==> src/rtl/fifo_req_arbiter.sv <==
// -----------------------------------------------------------------------------
// fifo_req_arbiter
//
// Shares the single write port of one FIFO among NREQ requesters using a
// round-robin arbiter, and routes every word popped from the FIFO read side
// back to the requester that issued it. The FIFO keeps order, so a small
// queue of requester IDs (tags) is enough to know who owns the head result.
// The tag queue depth bounds the number of transactions in flight.
//
// Handshake: a requester transfers on a rising edge where req_valid[i] and
// req_ready[i] are both high. req_ready is a one-hot grant; it is only ever
// raised for a requester whose req_valid is high. resp_valid is a one-hot,
// single-cycle strobe with no backpressure; resp_data is qualified by it.
//
// Ports:
//   clk, rst            single clock, asynchronous active-high reset
//   req_valid/req_data  per-requester request; lane i at [i*DW +: DW]
//   req_ready           one-hot grant
//   resp_valid          one-hot response strobe
//   resp_data           response payload
//   fifo_winc/wdata     FIFO write port (driven by the grant)
//   fifo_wfull          FIFO full
//   fifo_rinc           FIFO pop, asserted whenever the FIFO holds data
//   fifo_rdata/rempty   FIFO show-ahead read side
//   outstanding         tags currently in flight
//   err                 sticky: FIFO popped while no tag was outstanding
// -----------------------------------------------------------------------------
module fifo_req_arbiter #(
  parameter int NREQ      = 4,
  parameter int DW        = 32,
  parameter int TAG_DEPTH = 8
) (
  input  logic                           clk,
  input  logic                           rst,
  input  logic [NREQ-1:0]                req_valid,
  input  logic [NREQ*DW-1:0]             req_data,
  output logic [NREQ-1:0]                req_ready,
  output logic [NREQ-1:0]                resp_valid,
  output logic [DW-1:0]                  resp_data,
  output logic                           fifo_winc,
  output logic [DW-1:0]                  fifo_wdata,
  input  logic                           fifo_wfull,
  output logic                           fifo_rinc,
  input  logic [DW-1:0]                  fifo_rdata,
  input  logic                           fifo_rempty,
  output logic [$clog2(TAG_DEPTH+1)-1:0] outstanding,
  output logic                           err
);

  localparam int PW = (NREQ > 1) ? $clog2(NREQ) : 1;
  localparam int TW = $clog2(TAG_DEPTH);
  localparam int CW = $clog2(TAG_DEPTH + 1);

  localparam logic [CW-1:0] TAG_DEPTH_C = CW'(TAG_DEPTH);
  localparam logic [PW-1:0] LAST_REQ    = PW'(NREQ - 1);
  localparam logic [PW:0]   NREQ_C      = (PW + 1)'(NREQ);

  // State
  logic [PW-1:0] rr_ptr_q, rr_ptr_d;
  logic [CW-1:0] count_q, count_d;
  logic [TW-1:0] wr_ptr_q, rd_ptr_q;
  logic [PW-1:0] tag_mem_q [TAG_DEPTH];
  logic [NREQ-1:0] resp_valid_q, resp_valid_d;
  logic [DW-1:0]   resp_data_q;
  logic            err_q, err_d;

  // Combinational arbitration / read side
  logic            can_issue;
  logic            grant_any;
  logic [PW-1:0]   grant_idx;
  logic [NREQ-1:0] grant;
  logic [PW:0]     cand;
  logic            pop;
  logic            pop_tag;
  logic            pop_err;
  logic [PW-1:0]   head_tag;

  // Round-robin search starting at rr_ptr. cand is one bit wider than the
  // pointer so rr_ptr + k (< 2*NREQ) can be folded back with one subtract,
  // which keeps non-power-of-two NREQ correct.
  always_comb begin
    can_issue = !fifo_wfull && (count_q < TAG_DEPTH_C) && !rst;
    grant     = '0;
    grant_idx = '0;
    grant_any = 1'b0;
    cand      = '0;
    if (can_issue) begin
      for (int k = 0; k < NREQ; k++) begin
        cand = {1'b0, rr_ptr_q} + (PW + 1)'(k);
        if (cand >= NREQ_C) begin
          cand = cand - NREQ_C;
        end
        if (!grant_any && req_valid[cand[PW-1:0]]) begin
          grant_any               = 1'b1;
          grant_idx               = cand[PW-1:0];
          grant[cand[PW-1:0]]     = 1'b1;
        end
      end
    end
  end

  assign req_ready  = grant;
  assign fifo_winc  = grant_any;
  assign fifo_wdata = grant_any ? req_data[grant_idx*DW +: DW] : '0;

  // The FIFO is drained unconditionally; responses have no backpressure.
  assign pop      = !fifo_rempty && !rst;
  assign pop_tag  = pop && (count_q != '0);
  assign pop_err  = pop && (count_q == '0);
  assign head_tag = tag_mem_q[rd_ptr_q];
  assign fifo_rinc = pop;

  always_comb begin
    rr_ptr_d = rr_ptr_q;
    if (grant_any) begin
      rr_ptr_d = (grant_idx == LAST_REQ) ? '0 : grant_idx + PW'(1);
    end

    count_d = count_q;
    case ({grant_any, pop_tag})
      2'b10:   count_d = count_q + CW'(1);
      2'b01:   count_d = count_q - CW'(1);
      default: count_d = count_q;
    endcase

    resp_valid_d = '0;
    if (pop_tag) begin
      resp_valid_d[head_tag] = 1'b1;
    end

    err_d = err_q | pop_err;
  end

  always_ff @(posedge clk or posedge rst) begin
    if (rst) begin
      rr_ptr_q     <= '0;
      count_q      <= '0;
      wr_ptr_q     <= '0;
      rd_ptr_q     <= '0;
      resp_valid_q <= '0;
      resp_data_q  <= '0;
      err_q        <= 1'b0;
      for (int i = 0; i < TAG_DEPTH; i++) begin
        tag_mem_q[i] <= '0;
      end
    end else begin
      rr_ptr_q     <= rr_ptr_d;
      count_q      <= count_d;
      resp_valid_q <= resp_valid_d;
      err_q        <= err_d;
      if (grant_any) begin
        tag_mem_q[wr_ptr_q] <= grant_idx;
        wr_ptr_q            <= wr_ptr_q + TW'(1);
      end
      if (pop_tag) begin
        rd_ptr_q    <= rd_ptr_q + TW'(1);
        resp_data_q <= fifo_rdata;
      end
    end
  end

  assign resp_valid  = resp_valid_q;
  assign resp_data   = resp_data_q;
  assign outstanding = count_q;
  assign err         = err_q;

endmodule

==> config.mk <==
export PLATFORM = sky130hd
export DESIGN_NAME = fifo_req_arbiter
export DESIGN_NICKNAME = d
export VERILOG_FILES = /design/src/rtl/fifo_req_arbiter.sv
export SDC_FILE = /design/constraint.sdc
export NUM_CORES = 1
export LEC_CHECK = 0
export CAP_MARGIN = 20
export CORE_AREA = 3 3 130 95
export DETAILED_ROUTE_END_ITERATION = 10
export DIE_AREA = 0 0 133 98
export GPL_TIMING_DRIVEN = 0
export PLACE_DENSITY = 0.81
export SLEW_MARGIN = 20
export SYNTH_ARGS = -nofsm -noshare
export SYNTH_HDL_FRONTEND = slang
export SYNTH_SLANG_ARGS = --single-unit
==> constraint.sdc <==
create_clock -name clk -period 4.4 [get_ports clk]
set_clock_uncertainty 0.05 [all_clocks]
set_input_delay 0.88 -clock clk [delete_from_list [all_inputs] [get_ports clk]]
set_output_delay 0.88 -clock clk [all_outputs]
set_load 0.01 [all_outputs]
==> results of run 1 <==
## layer usage
metal,part of all wire (%),GRT usage [%],up-vias,wire (um)
met4,1.5,5.11,2,256
met5,0.10,0,-,18
met2,50,41.8,213,8680
met1,42,33.6,2309,7320
li1,-,-,2193,-
met3,5.5,4.89,27,943
## cell usage after synthesis, types with 2 or more instances
master      n
inv_2       2
buf_2      23
mux2_4      2
a21o_1      2
mux2_2     17
mux2i_1    35
dfrtp_1    65
nor2_1     14
ha_1       14
nand2b_1    3
nand4b_1    2
nor4b_2     2
nand2_1   109
xor2_1      4
mux4_2      5
a32oi_1    64
mux2_1      2
o21a_1      4
inv_1       3
xnor2_1     5
o21ai_2     2
nor3b_1     2
nor4_1      2
or3_1       2
a21oi_1     4
a211oi_1    4
a22oi_1     8
nor3_1      4
buf_12      3
o21ai_0     3
clkbuf_1   13
## tightest hold or removal path, stage by stage, from the launching register on
cell	delay, ps
dfrtp_1	340
nand2_1	50
nand2_1	50
## power groups by stage
stage / sequential [uW] / clock, uW / combinational (uW)
final: 978 / 831 / 2270
after global routing: 1000 / 870 / 2410
after CTS: 974 / 844 / 2120
after detailed placement: 980 / 0 / 2010
after global placement: 961 / 0 / 1940
after floorplan: 1000 / 0 / 1100
## cell usage in the layout (no fill, tap or decap), drive strengths merged, types with 5 or more instances in the layout
| cell | n |
|---|---|
| dfrtp | 65 |
| a32oi | 64 |
| a21oi | 5 |
| mux2i | 36 |
| mux2 | 21 |
| mux4 | 5 |
| nand2 | 109 |
| a22oi | 8 |
| buf | 42 |
| clkdlybuf4s50 | 216 |
| xnor2 | 5 |
| dlygate4sd2 | 5 |
| dlymetal6s2s | 23 |
| nor2 | 15 |
| ha | 14 |
| o21ai | 6 |
| clkbuf | 26 |
## path summary, 6_finish.rpt
kind                            cells after the start                       start                          to  slack [ps]
worst max-delay path                               12     rr_ptr_q[0]$_DFFE_PP0P_              fifo_wdata[25]          70
worst min-delay path                                2   resp_data[31]$_DFFE_PP0P_   resp_data[31]$_DFFE_PP0P_         420
worst max register to register                     12  outstanding[0]$_DFFE_PP0P_  outstanding[2]$_DFFE_PP0P_        1120
worst min register to register                      2   resp_data[31]$_DFFE_PP0P_   resp_data[31]$_DFFE_PP0P_         420
max in group asynchronous                           3                         rst     rr_ptr_q[1]$_DFFE_PP0P_        2880
min in group asynchronous                           2                         rst   resp_data[11]$_DFFE_PP0P_         890
## kinds of logic (layout without fill, tap and decap cells)
group                    count (synthesis)  after routing  synth area share [%]
multiplexers                            62             62                  16.9
adder cells (fa/ha/maj)                 14             14                  4.05
AND/OR/NAND/NOR                        148            148                  15.1
AO/OA/AOI/OAI                           95             96                  18.6
buffers and inverters                   46            324                  6.04
XOR/XNOR                                 9              9                  1.82
flip-flops                              65             65                  37.6
## layout make-up
type | count | area [um^2] | area share (%)
repair buffers | 264 | 2670 | 34.8
multi-input cells | 329 | 2510 | 32.7
flip-flops and latches | 65 | 1630 | 21.2
plain buffers | 39 | 290 | 3.78
clock buffers | 10 | 239 | 3.11
well taps | 153 | 191 | 2.50
clock inverters | 6 | 115 | 1.50
inverters | 5 | 30.0 | 0.391
## metrics by stage
| step | total power (uW) | TNS, ps | area, um^2 | hold WS (ps) | instances |
|---|---|---|---|---|---|
| 3_5_place_dp | 2990 | -11850 | 7000 | 411 | 839 |
| 5_1_grt | 4280 | -202 | 7670 | 446 | 871 |
| 3_3_place_gp | 2900 | -9430 | 6980 | 393 | 838 |
| 6_report | 4080 | 0 | 7670 | 423 | 871 |
| 4_1_cts | 3940 | 0 | 7490 | 425 | 859 |
| 2_1_floorplan | 2100 | 0 | 4330 | 409 | 439 |
## flip-flops by register name (all words and copies together), names as in the netlist
| signal | count |
|---|---|
| err | 1 |
| outstanding | 4 |
| rd_ptr_q | 3 |
| resp_data | 32 |
| resp_valid | 4 |
| rr_ptr_q | 2 |
| tag_mem_q | 16 |
| wr_ptr_q | 3 |
## what timing repair did
action                     4_1_cts  5_1_grt
cloned                           0        1
setup endpoints to repair       33       30
buffers inserted                 6       11
gates resized for setup         33       42
pin swaps                        5        4
==> reports/results.ini, run 1 <==
[clock_network]
hold_buffers=0
cts_tree=yes
worstSkewPairLatency_ps=330
h-tree-depth=3
cts_sinks=65
clkTransAtPathRegs_ps=60
cts_root_buffer=clkbuf_16
cts_buffer_depth=2
cts_made_buffers=9

[yosys]
synth_top_area_cell=dfrtp_1
synth-warning-count=0
ys_ff_latch=65
synth-main-ff-cell=dfrtp_1
synth_seq_area_share_pct=37.6
synthArstFlopShare_pct=100
synth_nets=621
syn_area_per_cell_um2=9.86
synth_area_um2=4330
synth-edff-count=0
post_synth_num_cell_types=46
synth_top_area_share_pct=37.6
synthTopCellsByArea=dfrtp_1 38%, a32oi_1 13%, nand2_1 9.5%
synth_cells=439

[placed_design]
pre_cts_slack_ps=-569
dp_hpwl_mm=12.9
globalplace.congestion=0.857
port_buffers=246

[timing]
max_clock_freq_mhz=231
setup_ws_ps=74.2
worstMarginPinSlew_ps=550
layout_worst_path_cycle_share_pct=98.3
min_period_ps=4330
slew_viol_final=0
finalHoldViolations=0
setup_viol_count_final=0
max-slew-margin-rel_pct=63.1

[detailed_routing]
num_vias=4744
drtIter0Drc=351
vias_per_cell=5.45
ant_nets=0
drt-pass1-iter-count=5
finalWirelength_mm=17.2
wl_per_cell_um=19.8
route.detailed.drc=0

[critical_path]
startpoint_type=flip-flop
crit_path_max_incr_delay_ps=570
critPathBufInv=6
crit_type=reg2out
path_max_fanout=10
path_cells=buf_6, buf_6, inv_2, ha_4, mux4_2, nor2_4, o21ai_2, a21oi_4, buf_12, buf_12, mux2i_1, clkdlybuf4s50_1
cp.required_ps=3470
cpLargestDelayFamily=buffers and inverters
critPathArrivalTime_ps=3400
critPathCaptureType=output pin
cp_slowest_cell=clkdlybuf4s50_1

[pwr]
seq_power_share_pct=24.0
internal-power_uw=2530
power.leakage_uw=0.00352
netSwitchingFraction_pct=38.0
switching_power_uw=1550
cellPowerDensity_nw_per_um2=532
pwr-share-clk_pct=20.4
peakVddDrop_uv=384
pwr-share-comb_pct=55.7

[grt]
track_usage_pct=24.9
grt-ovfl-total=0
grt_max_degree=44
antenna_found_initial=1
grt_pass1_vias=4758
grt_first_pass_wirelength_mm=26.1

[cells_and_area]
utilization_pct=69.7
syn_to_final_growth_pct=77.3
fin_nets=895
drive_gt1_share_pct=15.3
fillers=796
n_antenna_cell=0

[floorplan]
core_um2=11000
rows=32
io_pins=247
die_w_um=133
die-area_um2=13000
start_util_pct=39.3
die_h_um=98

[hold_path]
hp-class=reg2reg

[job]
maxCapViolCount=0

[outcome]
status=finished, final reports clean

Power figures use the tool's default switching activity.
==> run 2: changes to the inputs <==
- CTS_CLUSTER_DIAMETER: not set -> 30
==> results of run 2 <==
The final DEF is identical to that of run 1; final timing and power are the same.
